**src/rtl/uart_tx_mmio.sv**
```systemverilog
// uart_tx_mmio: memory-mapped UART transmitter.
//
// Stores to the 16-byte window at BASE_ADDR push bytes into a TX FIFO. A frame
// FSM serialises them on tx_o as start bit, 8 data bits LSB first, optional even
// parity bit, and stop bit. Each bit lasts CLK_DIV clocks. Loads return status
// combinationally.
//
// Register map (offset = Address_i[3:2]):
//   0 TXDATA  W: push WriteData_i[7:0]     R: 0
//   1 STATUS  R: {ovf, busy, empty, full}  W: bit3=1 clears ovf
//   2 CTRL    R/W: bit0 en (reset 1)
//   3 reserved, reads 0, writes ignored
//
// Ports:
//   clk          system clock, rising edge
//   reset        synchronous, active-high
//   Address_i    byte address from the core
//   WriteData_i  store data from the core
//   MemWrite_i   store strobe
//   ReadData_o   combinational read data, 0 when Sel_o=0
//   Sel_o        address falls inside this window
//   tx_o         serial line, registered, idle high
//   Busy_o       frame FSM not idle
//
// Configuration: define UART_PARITY_EN to add an even-parity bit between the
// data bits and the stop bit (11-bit frame). Undefined gives a 10-bit frame.

`timescale 1ns/1ps

module uart_tx_mmio #(
    parameter int unsigned DATA_WIDTH = 32,
    parameter logic [31:0] BASE_ADDR  = 32'h1001_0000,
    parameter int unsigned CLK_DIV    = 16,
    parameter int unsigned FIFO_DEPTH = 4
) (
    input  logic                  clk,
    input  logic                  reset,
    input  logic [DATA_WIDTH-1:0] Address_i,
    input  logic [DATA_WIDTH-1:0] WriteData_i,
    input  logic                  MemWrite_i,
    output logic [DATA_WIDTH-1:0] ReadData_o,
    output logic                  Sel_o,
    output logic                  tx_o,
    output logic                  Busy_o
);

    localparam int unsigned PtrW  = (FIFO_DEPTH > 1) ? $clog2(FIFO_DEPTH) : 1;
    localparam int unsigned CntW  = $clog2(FIFO_DEPTH + 1);
    localparam int unsigned BaudW = $clog2(CLK_DIV);

    localparam logic [BaudW-1:0] BaudReload = BaudW'(CLK_DIV - 1);
    localparam logic [CntW-1:0]  CntFull    = CntW'(FIFO_DEPTH);

    typedef enum logic [2:0] {
        StIdle,
        StStart,
        StData,
`ifdef UART_PARITY_EN
        StParity,
`endif
        StStop
    } state_e;

    state_e            state_q;
    logic [7:0]        shift_q;
    logic [2:0]        bit_cnt_q;
    logic [BaudW-1:0]  baud_q;
    logic              tx_q;
    logic              en_q;
    logic              ovf_q;
    logic [7:0]        mem_q [FIFO_DEPTH];
    logic [PtrW-1:0]   wr_ptr_q;
    logic [PtrW-1:0]   rd_ptr_q;
    logic [CntW-1:0]   count_q;
`ifdef UART_PARITY_EN
    logic              par_q;
`endif

    logic [1:0] offset;
    logic       wr_en;
    logic       fifo_empty;
    logic       fifo_full;
    logic       pop;
    logic       push_req;
    logic       push;
    logic       ovf_set;
    logic       ovf_clr;
    logic [7:0] head;
    logic       unused_bits;

    assign offset     = Address_i[3:2];
    assign Sel_o      = (Address_i[31:4] == BASE_ADDR[31:4]);
    assign wr_en      = Sel_o & MemWrite_i;
    assign fifo_empty = (count_q == '0);
    assign fifo_full  = (count_q == CntFull);
    assign pop        = (state_q == StIdle) & en_q & ~fifo_empty;
    assign push_req   = wr_en & (offset == 2'd0);
    // A pop in the same cycle frees a slot, so a push to a full FIFO still lands.
    assign push       = push_req & (~fifo_full | pop);
    assign ovf_set    = push_req & fifo_full & ~pop;
    assign ovf_clr    = wr_en & (offset == 2'd1) & WriteData_i[3];
    assign head       = mem_q[rd_ptr_q];
    assign Busy_o     = (state_q != StIdle);
    assign tx_o       = tx_q;
    assign unused_bits = ^{Address_i[1:0], WriteData_i[DATA_WIDTH-1:8]};

    always_comb begin
        ReadData_o = '0;
        if (Sel_o) begin
            case (offset)
                2'd1:    ReadData_o[3:0] = {ovf_q, Busy_o, fifo_empty, fifo_full};
                2'd2:    ReadData_o[0]   = en_q;
                default: ReadData_o      = '0;
            endcase
        end
    end

    // FIFO storage needs no reset: count_q gates every read of it.
    always_ff @(posedge clk) begin
        if (push) begin
            mem_q[wr_ptr_q] <= WriteData_i[7:0];
        end
    end

    always_ff @(posedge clk) begin
        if (reset) begin
            wr_ptr_q <= '0;
            rd_ptr_q <= '0;
            count_q  <= '0;
            en_q     <= 1'b1;
            ovf_q    <= 1'b0;
        end else begin
            if (push) begin
                wr_ptr_q <= wr_ptr_q + PtrW'(1);
            end
            if (pop) begin
                rd_ptr_q <= rd_ptr_q + PtrW'(1);
            end
            count_q <= count_q + CntW'(push) - CntW'(pop);
            if (wr_en && offset == 2'd2) begin
                en_q <= WriteData_i[0];
            end
            // Set has priority over a simultaneous clear.
            if (ovf_set) begin
                ovf_q <= 1'b1;
            end else if (ovf_clr) begin
                ovf_q <= 1'b0;
            end
        end
    end

    // Frame FSM. tx_q is registered from the current state, so the line trails
    // the state by one clock; this yields the two-edge write-to-start latency.
    always_ff @(posedge clk) begin
        if (reset) begin
            state_q   <= StIdle;
            shift_q   <= '0;
            bit_cnt_q <= '0;
            baud_q    <= '0;
            tx_q      <= 1'b1;
`ifdef UART_PARITY_EN
            par_q     <= 1'b0;
`endif
        end else begin
            unique case (state_q)
                StIdle: begin
                    tx_q <= 1'b1;
                    if (pop) begin
                        shift_q   <= head;
`ifdef UART_PARITY_EN
                        par_q     <= ^head;
`endif
                        bit_cnt_q <= '0;
                        baud_q    <= BaudReload;
                        state_q   <= StStart;
                    end
                end
                StStart: begin
                    tx_q <= 1'b0;
                    if (baud_q == '0) begin
                        baud_q  <= BaudReload;
                        state_q <= StData;
                    end else begin
                        baud_q <= baud_q - BaudW'(1);
                    end
                end
                StData: begin
                    tx_q <= shift_q[0];
                    if (baud_q == '0) begin
                        baud_q    <= BaudReload;
                        shift_q   <= {1'b0, shift_q[7:1]};
                        bit_cnt_q <= bit_cnt_q + 3'd1;
                        if (bit_cnt_q == 3'd7) begin
`ifdef UART_PARITY_EN
                            state_q <= StParity;
`else
                            state_q <= StStop;
`endif
                        end
                    end else begin
                        baud_q <= baud_q - BaudW'(1);
                    end
                end
`ifdef UART_PARITY_EN
                StParity: begin
                    tx_q <= par_q;
                    if (baud_q == '0) begin
                        baud_q  <= BaudReload;
                        state_q <= StStop;
                    end else begin
                        baud_q <= baud_q - BaudW'(1);
                    end
                end
`endif
                StStop: begin
                    tx_q <= 1'b1;
                    if (baud_q == '0) begin
                        state_q <= StIdle;
                    end else begin
                        baud_q <= baud_q - BaudW'(1);
                    end
                end
                default: begin
                    tx_q    <= 1'b1;
                    state_q <= StIdle;
                end
            endcase
        end
    end

endmodule

```
**config.mk**
```make
export PLATFORM = sky130hd
export DESIGN_NAME = uart_tx_mmio
export DESIGN_NICKNAME = d
export VERILOG_FILES = /design/src/rtl/uart_tx_mmio.sv
export SDC_FILE = /design/constraint.sdc
export NUM_CORES = 1
export LEC_CHECK = 0
export BUFFER_PORTS_ARGS = -buffer_cell sky130_fd_sc_hd__buf_2
export CORE_MARGIN = 10
export CORE_UTILIZATION = 35
export CTS_CLUSTER_SIZE = 20
export DETAILED_ROUTE_END_ITERATION = 8
export GPL_ROUTABILITY_DRIVEN = 0
export PLACE_DENSITY = 0.67
export SLEW_MARGIN = 10
export SYNTH_ARGS = -nofsm -noshare
export SYNTH_HDL_FRONTEND = slang
export SYNTH_SLANG_ARGS = --single-unit
```
**constraint.sdc**
```tcl
create_clock -name clk -period 7.3 [get_ports clk]
set_clock_uncertainty 0.05 [all_clocks]
set_input_delay 0.365 -clock clk [delete_from_list [all_inputs] [get_ports clk]]
set_output_delay 0.365 -clock clk [all_outputs]
set_load 0.01 [all_outputs]
```
==> results of run 1 <==
## worst max path at each step
stage	from	end	cells after the start
2_1_floorplan	Address_i[27]	count_q[2]	10
3_3_place_gp	Address_i[6]	count_q[2]	11
5_1_grt	state_q[0]	count_q[2]	12
6_report	state_q[0]	count_q[2]	12
3_5_place_dp	Address_i[6]	count_q[2]	11
4_1_cts	state_q[0]	count_q[2]	12
## cell type report
type | instances | area share (%)
clock buffer | 9 | 3.469
clock inverter | 7 | 2.102
inverter | 13 | 1.367
multi-input combinational | 179 | 39.52
sequential | 61 | 43.17
tap | 108 | 3.784
timing repair buffer | 47 | 6.587
## registers in the layout, summed over array words and instances (netlist names), named ones only
name,count
baud_q,4
tx_o,1
rd_ptr_q,2
en_q,1
count_q,3
ovf_q,1
wr_ptr_q,2
state_q,2
mem_q,32
bit_cnt_q,3
shift_q,8
## cells in the final DEF (no fill, tap or decap), types with 3 or more instances in the layout
cell type / netlist / routed
inv_1: 13 / 13
nand2_1: 10 / 10
dfxtp_1: 29 / 29
o21ai_0: 5 / 5
buf_2: 3 / 47
nor3_1: 5 / 5
edfxtp_1: 32 / 32
and2_1: 3 / 3
a21oi_1: 3 / 3
and3_1: 4 / 4
mux2i_1: 14 / 14
mux4_2: 8 / 8
nor2_1: 26 / 26
a211oi_1: 9 / 9
ha_1: 17 / 17
and2_2: 4 / 4
clkbuf_8: 0 / 9
conb_1: 1 / 28
nor2b_1: 3 / 3
## cell families (layout without fill, tap and decap cells)
family,Yosys count,count (layout)
XOR/XNOR,4,4
AO/OA/AOI/OAI,32,32
buffers and inverters,49,76
AND/OR/NAND/NOR,74,74
adder cells (fa/ha/maj),18,18
flip-flops,61,61
multiplexers,23,23
other,1,28
## power by group
group / internal, uW / leakage (uW) / switching (uW)
clock: 158 / 0.0000935 / 138
combinational: 31.7 / 0.000776 / 49.9
sequential: 370 / 0.000521 / 6.17
total: 561 / 0.00139 / 194
## layer usage
metal | vias to the layer above | global-route usage [%] | share of wire (%)
met5 | - | 0 | 0
met4 | 0 | 4.208 | 1.7
met3 | 11 | 3.542 | 9.5
met2 | 81 | 14.80 | 44
met1 | 963 | 10.95 | 45
li1 | 993 | - | -
## stage by stage
| step | setup slack, ns | utilization, % | hold WS [ns] | total power (uW) |
|---|---|---|---|---|
| after CTS | 4.458 | 40.95 | 0.1815 | 760.1 |
| after detailed placement | 4.393 | 38.67 | 0.4211 | 465.5 |
| after global routing | 4.240 | 40.95 | 0.1717 | 791.3 |
| after floorplan | 4.782 | - | 0.3952 | 449.8 |
| final | 4.499 | 40.95 | 0.1891 | 755.0 |
| after global placement | 4.437 | 38.67 | 0.4094 | 462.3 |
## worst reg2reg max path: stages, from the launching register on
cell and delay [ns]:
dfxtp_1 0.33, inv_1 0.13, ha_1 0.38, nand2_1 0.09, and3_1 0.23, nor4_4 0.36
a21bo_2 0.21, ha_1 0.13, inv_1 0.05, fa_1 0.37, xor2_1 0.17, xnor2_1 0.13
nor2_1 0.05
==> impl_results.md, run 1 <==
- Synth Area in Adders: roughly 7.4%
- Slowest cell on the critical path: ha_1
- Sequential area share after synthesis: 49.03%
- Ys async rst share: 0%
- Fin. Hold Viols: 0
- Final #Nets: 396
- H-tree depth: 3
- Initial Util: between 30% and 40%
- Gate Count Post-Synth: 262
- CTS hold repair buffers: 0
- Maximum capacitance violations: 0
- Placed Area: 3372 um^2
- Power per cell area: 211.4 nW/um^2
- Reg area: roughly 1500 um^2
- Yosys warnings: 0
- DR iter-0 viols: 96
- Synth Area per Inst: between 10 and 15 um^2
- Critical path launch point type: register
- Count leader, synth: edfxtp_1
- Cells after DPL: 408
- Vias in the first global route: 2174
- Post-synth top flop: edfxtp_1
- CTS tree: built
- Final period utilization: 38.37%
- Layout area overhead: 13.57%
- Mux cell area share after synthesis: 10.66%
- I/O pins: 102
- Pre-antenna DRT Iters: 4
- Reg2reg start: state_q[0]
- Post-synth EDFFs: 32
- Final Instance Count excl. Fillers: 424
- Final Cell Area: 3571 um^2
- Crit-path max cell delay: 0.38 ns
- Diode count: 0
- Synth Register Bits: between 60 and 70
- Status: complete, no violations
- Synth Area in Compound Gates: just over 8%
- Worst-Skew Late Latency: 0.34 ns
- Layout cells sized above 1: 27.85%
- Critical Path AT: 2.96 ns
- Core area: 8721 um^2
- Pleak: 0.001391 uW
- Clock buffer depth: 2
- Buffers on Ports: 47
- Top cells by area, synth: edfxtp_1 31%, dfxtp_1 18%, ha_1 6.8%
- Die W: between 100 and 150 um
- Final min period: ~2.8 ns
- Largest family of logic cells by synthesized area: simple AND/OR/NAND/NOR gates
- Total track usage: about a tenth
- DR vias: 2048
- Die H: roughly 110 um
- Slew HR: 58.63%
- Grt ovf: 0
- Routed Antenna Nets: 0
- Post-Route WL: 6.018 mm
- Slew Viols, Final: 0
- Worst path bufs/invs: 2
- TNS Setup: 0 ns
- First-pass GRT wire length: ~10 mm
- Post-synth top area cell: edfxtp_1
- Post-CTS Repair Setup Buffers: 0
- Family with the most delay on the worst path: adder cells
- Measured slew at the worst slew-check pin: 0.6206 ns
- CP cell instances: inv_1 > ha_1 > nand2_1 > and3_1 > nor4_4 > a21bo_2 > ha_1 > inv_1 > fa_1 > xor2_1 > xnor2_1 > nor2_1
- Fmax: 357.0 MHz
- Simple-Gate Fraction of Synth Area: 14.21%
- WS Path Type: reg2reg
- DRC viols: 0
- Reg2reg path depth: 12
- # fillers: 832
- Root Driver: clkbuf_8
- Synth top area share: 30.56%
- Drt wl/cell: between 10 and 15 um
- Critical R2R Capture: count_q[2]
- Hpwl dp: 4.594 mm
- Peak supply drop: 0.1230 mV
- Pin count of the biggest net entering global routing: 29
- Worst Hold End: mem_q[0][6]
- Die area: 13170 um^2
- Number of library cell types mapped by synthesis: 54
- Beginning of the worst hold path: WriteData_i[6]
- Hold Path Depth: 1
- Setup slack, reg-to-reg: roughly 4.5 ns
- Worst hold path type: in2reg
- Synth top cells by count: 32 x edfxtp_1, 29 x dfxtp_1, 28 x buf_4
- Post-Synthesis Cell Area: 3144 um^2
- CP endpoint kind: register
- CTS resizes: 0
- Crit path max fanout: 9
- Synth Area in XOR/XNOR: about 1.1%
- Worst-path clk slew: 0.08 ns
- Clk sinks: 61
- # setup viols final: 0
- RSZ-0062 raised after global routing: false
- Drt via density: 4.830
- Area occupied by multi-input gates: 1411 um^2
- CTS buffer count: 9
- FP Rows: 34
- Initial antenna violation count: 0
- CP required: about 7.5 ns
No activity file was read; power rests on OpenSTA's default activity.
==> inputs of run 2 (changes only) <==
- clock period: 7.3 -> 2.6 ns (I/O delays scaled with it)
==> run 2 against run 1 <==
Compared with the run above: utilization rose by 1.5 points; register-to-register slack got worse by 4.3 ns; sequential power grew to 2.8 times the previous value; largest cell class unchanged.
==> impl_results.md, run 2 (synthesized netlist as in run 1, its figures left out) <==
- Status: complete, no violations
- Die area: 13170 um^2
- FP Rows: 34
- I/O pins: approximately 100
- Most frequent cells in the layout: 47 x buf_2, 32 x edfxtp_1, 29 x dfxtp_1
- Final WS setup: about 0.15 ns
- First-pass GRT wire length: 10.25 mm
- Final #Nets: 407
- Pleak: 0.001458 uW
- CP cell instances: inv_1 > ha_2 > nand2_1 > and3_1 > nor4_4 > a21bo_2 > ha_1 > inv_1 > fa_1 > xor2_1 > xnor2_1 > nor2_1
- Hpwl dp: ~4.6 mm
- Commonest non-fill, non-tap cell in the layout: buf_2
- Worst-Skew Late Latency: 0.33 ns
- Top flop regs: mem_q: 32 flops, shift_q: 8 flops, baud_q: 4 flops
- Layout cells sized above 1: 28.44%
- Crit-path max cell delay: approximately 0.37 ns
- Clock buffer depth: 2
- CP required: 2.75 ns
- RSZ-0062 raised after global routing: false
- Slew HR: 64.09%
- Crit-path most repeated cell: inv_1
- CTS buffer count: 9
- Pre-antenna DRT Iters: 4
- Worst-path clk slew: around 0.07 ns
- Hold slack: 0.1242 ns
- Crit path max fanout: 4
- Post-Route WL: 6.293 mm
- Maximum capacitance violations: 0
- Diode count: 0
- Critical path launch point type: register
- Largest register FFs: 32
- Fin. Hold Viols: 0
- WL met1: between 2 and 3 mm
- Root Driver: clkbuf_8
- # setup viols final: 0
- Final min period: 2.451 ns
- Reg area: 1541 um^2
- Routed Antenna Nets: 0
- Final period utilization: a little over nine tenths
- DRC viols: 0
- Drt wl/cell: 14.47 um
- H-tree depth: 3
- Slowest cell on the critical path: fa_1
- CP endpoint kind: register
- Power per cell area: around 600 nW/um^2
- Initial antenna violation count: 0
- Final Instance Count excl. Fillers: 435
- Met2 WL: 2.748 mm
- Top reg by flops: mem_q
- Layout area overhead: 17.71%
- Drt via density: 4.809
- CTS tree: built
- Area occupied by multi-input gates: between 1000 and 1500 um^2
- Measured slew at the worst slew-check pin: 0.5380 ns
- Top Metal Used: met4
- Die W: 114.8 um
- Die H: approximately 110 um
- Clk sinks: a little over 60
- Met3 wire length: 592 um
- Final Cell Area: 3701 um^2
- Critical Path AT: roughly 2.6 ns
- TNS Setup: 0 ns
- Fmax: 408.0 MHz
- Worst hold path type: in2reg
- Vias in the first global route: approximately 2200
- # fillers: 824
- Initial Util: a little over a third
- Peak supply drop: approximately 0.39 mV
- Total track usage: a little under a tenth
- DR vias: 2092
- WS Path Type: reg2reg
- Placed Area: 3395 um^2
- Grt ovf: 0
- Pin count of the biggest net entering global routing: 29
- Slew Viols, Final: 0
- Post-Place Setup Slack: 0.1331 ns
- Cells after DPL: 411
- Core area: just under 9000 um^2
- Buffers on Ports: 47
- DR iter-0 viols: 69
run 2: changes by cell type in the layout (fill, tap and decap cells not counted), sizes merged:
cell and delta:
buf +3, dlygate4sd3 +8, inv -1, clkinv +2, bufinv +1, clkinvlp -2
run 2: per-layer routing:
metal	global-route usage [%]	vias to the layer above
met5	0	-
met4	3.713	0
met3	3.854	6
met2	14.57	85
met1	11.79	992
li1	-	1009
run 2: area by class of cell:
| cell class | instances | share of cell area (%) |
|---|---|---|
| flip-flops and latches | 61 | 41.65 |
| clock buffers | 9 | 3.347 |
| multi-input cells | 179 | 38.20 |
| repair buffers | 58 | 9.128 |
| well taps | 108 | 3.651 |
| inverters | 13 | 1.318 |
| clock inverters | 7 | 2.705 |
run 2: final timing paths:
check,startpoint,slack (ns),cells past startpoint,end
setup / recovery,state_q[0],0.15,12,count_q[2]
hold / removal,MemWrite_i,0.12,4,en_q
setup reg to reg,state_q[0],0.15,12,count_q[2]
hold reg to reg,shift_q[7],0.43,2,shift_q[7]
run 2: power breakdown:
| part | internal [uW] | total [uW] | switching [uW] |
|---|---|---|---|
| clock network | 544 | 936 | 392 |
| logic | 100 | 244 | 144 |
| registers | 1040 | 1060 | 18.0 |
| total | 1680 | 2240 | 553 |
run 2: repair_timing:
action,in CTS,in global routing
resized for setup,0,1
buffers inserted,0,0
hold buffers,8,0
endpoints found under the hold margin,32,0
endpoints found under the setup margin,0,1
run 2: stage by stage:
stage / total power [uW] / util, %
finish: 2237 / 42.44
global route: 2337 / 42.44
CTS: 2249 / 42.41
detailed placement: 1309 / 38.92
global placement: 1301 / 38.92
floorplan: 1263 / -
run 2: critical path: cells and delay by family (launching register included):
family | cells | cell delay [ns]
simple gates | 4 | 0.54
compound gates | 1 | 0.18
buf+inv | 2 | 0.18
flops | 1 | 0.33
fa+ha+maj | 3 | 0.73
xor+xnor | 2 | 0.32
==> inputs of run 3 (changes only) <==
- GPL_TIMING_DRIVEN: unset -> 0
==> run 3 against run 2 <==
Compared with the run above: total power down 1.1%; via count grew 3.9%; sequential power barely moved; combinational power is 18% higher; fmax rose by 3.4%; critical path depth is 1 higher; highest routed layer unchanged; critical endpoint unchanged; register-to-register slack better by 0.08 ns; global-route usage rose by 0.42 points; die area unchanged; setup slack better by 0.081 ns; hold slack worse by 0.014 ns.
==> impl_results.md, run 3 (synthesized netlist as in run 1, its figures left out) <==
- Hold Path Depth: 4
- Setup slack, reg-to-reg: between 0.2 and 0.25 ns
- Commonest non-fill, non-tap cell in the layout: buf_2
- DRC viols: 0
- Final period utilization: 91.13%
- Maximum capacitance violations: 0
- Reg2reg start: state_q[1]
- Initial Util: 36.05%
- I/O pins: about 100
- Top flop regs: mem_q: 32 flops, shift_q: 8 flops, baud_q: 4 flops
- Pin count of the biggest net entering global routing: 14
- WS Path Type: reg2reg
- H-tree depth: 3
- Critical Path AT: between 2 and 3 ns
- FP Rows: 34
- Drt wl/cell: 13.93 um
- Root Driver: clkbuf_8
- Measured slew at the worst slew-check pin: 0.6262 ns
- Worst-path clk slew: 0.07 ns
- Worst-Skew Late Latency: about 0.34 ns
- CP cell instances: inv_2 > ha_1 > buf_6 > nand2_1 > and3_4 > nor4_4 > a21bo_2 > ha_1 > inv_1 > fa_1 > xor2_1 > xnor2_1 > nor2_1
- Beginning of the worst hold path: MemWrite_i
- Pleak: 0.001622 uW
- Final min period: 2.369 ns
- Cells after DPL: 443
- Final #Nets: 442
- Clk sinks: roughly 60
- Routed Antenna Nets: 0
- CP required: 2.77 ns
- Largest register FFs: 32
- Status: complete, no violations
- Drt via density: 4.626
- Total track usage: 9.948%
- First-pass GRT wire length: 10.52 mm
- Worst hold path type: in2reg
- Critical path launch point type: register
- Slew Viols, Final: 0
- Top reg by flops: mem_q
- Vias in the first global route: 2213
- Fin. Hold Viols: 0
- Hpwl dp: ~4.8 mm
- Slowest cell on the critical path: fa_1
- Final Instance Count excl. Fillers: 470
- CTS buffer count: 9
- Final Util: 45.08%
- Hold slack: 0.1105 ns
- Die H: 114.8 um
- Crit-path max cell delay: 0.37 ns
- TNS Setup: 0 ns
- Reg2reg path depth: 13
- Slew HR: 58.25%
- CP endpoint kind: register
- Diode count: 0
- Power per cell area: roughly 560 nW/um^2
- Critical R2R Capture: count_q[2]
- DR iter-0 viols: between 100 and 150
- Layout area overhead: 25.03%
- Core area: 8721 um^2
- Post-Route WL: 6.549 mm
- Crit path max fanout: 5
- Pre-antenna DRT Iters: 4
- CTS tree: built
- Crit-path most repeated cell: ha_1
- Clock buffer depth: 2
- Fmax: 422.0 MHz
- Buffers on Ports: 46
- Die area: 13170 um^2
- Grt ovf: 0
- # setup viols final: 0
- Most frequent cells in the layout: 48 x buf_2, 32 x edfxtp_1, 31 x buf_4
- Layout cells sized above 1: 34.81%
- Initial antenna violation count: 0
- Worst Hold End: en_q
- DR vias: 2174
- Die W: 114.8 um
- Peak supply drop: 0.4670 mV
- # fillers: 808
[run 3: cell types whose count changed in the layout (fill, tap and decap cells not counted), moves of 2 or more]
cell,change
inv_2,+2
clkinv_4,-2
clkbuf_1,+4
buf_4,+28
inv_6,+2
inv_1,-2
[run 3: per-stage QoR]
| stage | setup slack (ns) | total power [uW] | instance area (um^2) |
|---|---|---|---|
| global route | -0.01927 | 2325 | 3931 |
| global placement | -0.08749 | 1335 | 3611 |
| detailed placement | -0.1471 | 1345 | 3611 |
| finish | 0.2306 | 2213 | 3931 |
| floorplan | 0.1226 | 1263 | 3246 |
| CTS | 0.02789 | 2228 | 3906 |
[run 3: worst max-delay path: cells and delay by family (launching register included)]
kind	cells	cell delay (ns)
and+or+nand+nor	4	0.46
DFF	1	0.35
AOI/OAI and AO/OA	1	0.17
buffers and inverters	3	0.24
adders and majority gates	3	0.65
xor gates and xnor gates	2	0.32
[run 3: final cells by class]
cell class                 instances  area [um^2]  share of cell area (%)
tap                              108        135.1                   3.437
inverter                          13        48.80                   1.241
sequential                        61         1543                   39.24
timing repair buffer              57        332.8                   8.466
multi-input combinational        179         1416                   36.03
clock buffer                       9        123.9                   3.151
clock inverter                     7        81.33                   2.069
buffer                            36        250.2                   6.365
[run 3: worst max path at each step]
| stage | start | end | slack, ns | cells past startpoint |
|---|---|---|---|---|
| after floorplan | state_q[0] | count_q[2] | 0.12 | 13 |
| after global placement | state_q[0] | count_q[2] | -0.09 | 13 |
| after detailed placement | state_q[0] | count_q[2] | -0.15 | 13 |
| after CTS | state_q[0] | count_q[2] | 0.03 | 13 |
| after global routing | state_q[0] | count_q[2] | -0.02 | 13 |
| final | state_q[1] | count_q[2] | 0.23 | 13 |
[run 3: report_power, final]
part	internal (uW)	switching (uW)	total, uW	leakage, uW
combinational	135	154	288	0.000994
clock	457	410	867	0.000106
sequential	1040	18.3	1060	0.000522
total	1630	582	2210	0.00162
[run 3: timing repair]
action,4_1_cts,5_1_grt
setup buffers,1,2
hold buffers,8,0
hold endpoints to repair,32,0
endpoints found under the setup margin,1,1
gates resized for setup,1,5
pin swaps,1,3
[run 3: routing by layer]
metal / part of all wire [%] / routed length, um / track usage [%] / vias to the layer above
li1: - / - / - / 1081
met1: 42 / 2763 / 11.43 / 994
met4: 1.8 / 121 / 4.208 / 0
met2: 46 / 2981 / 15.55 / 89
met3: 10 / 683 / 4.792 / 10
met5: 0 / 0 / 0 / -
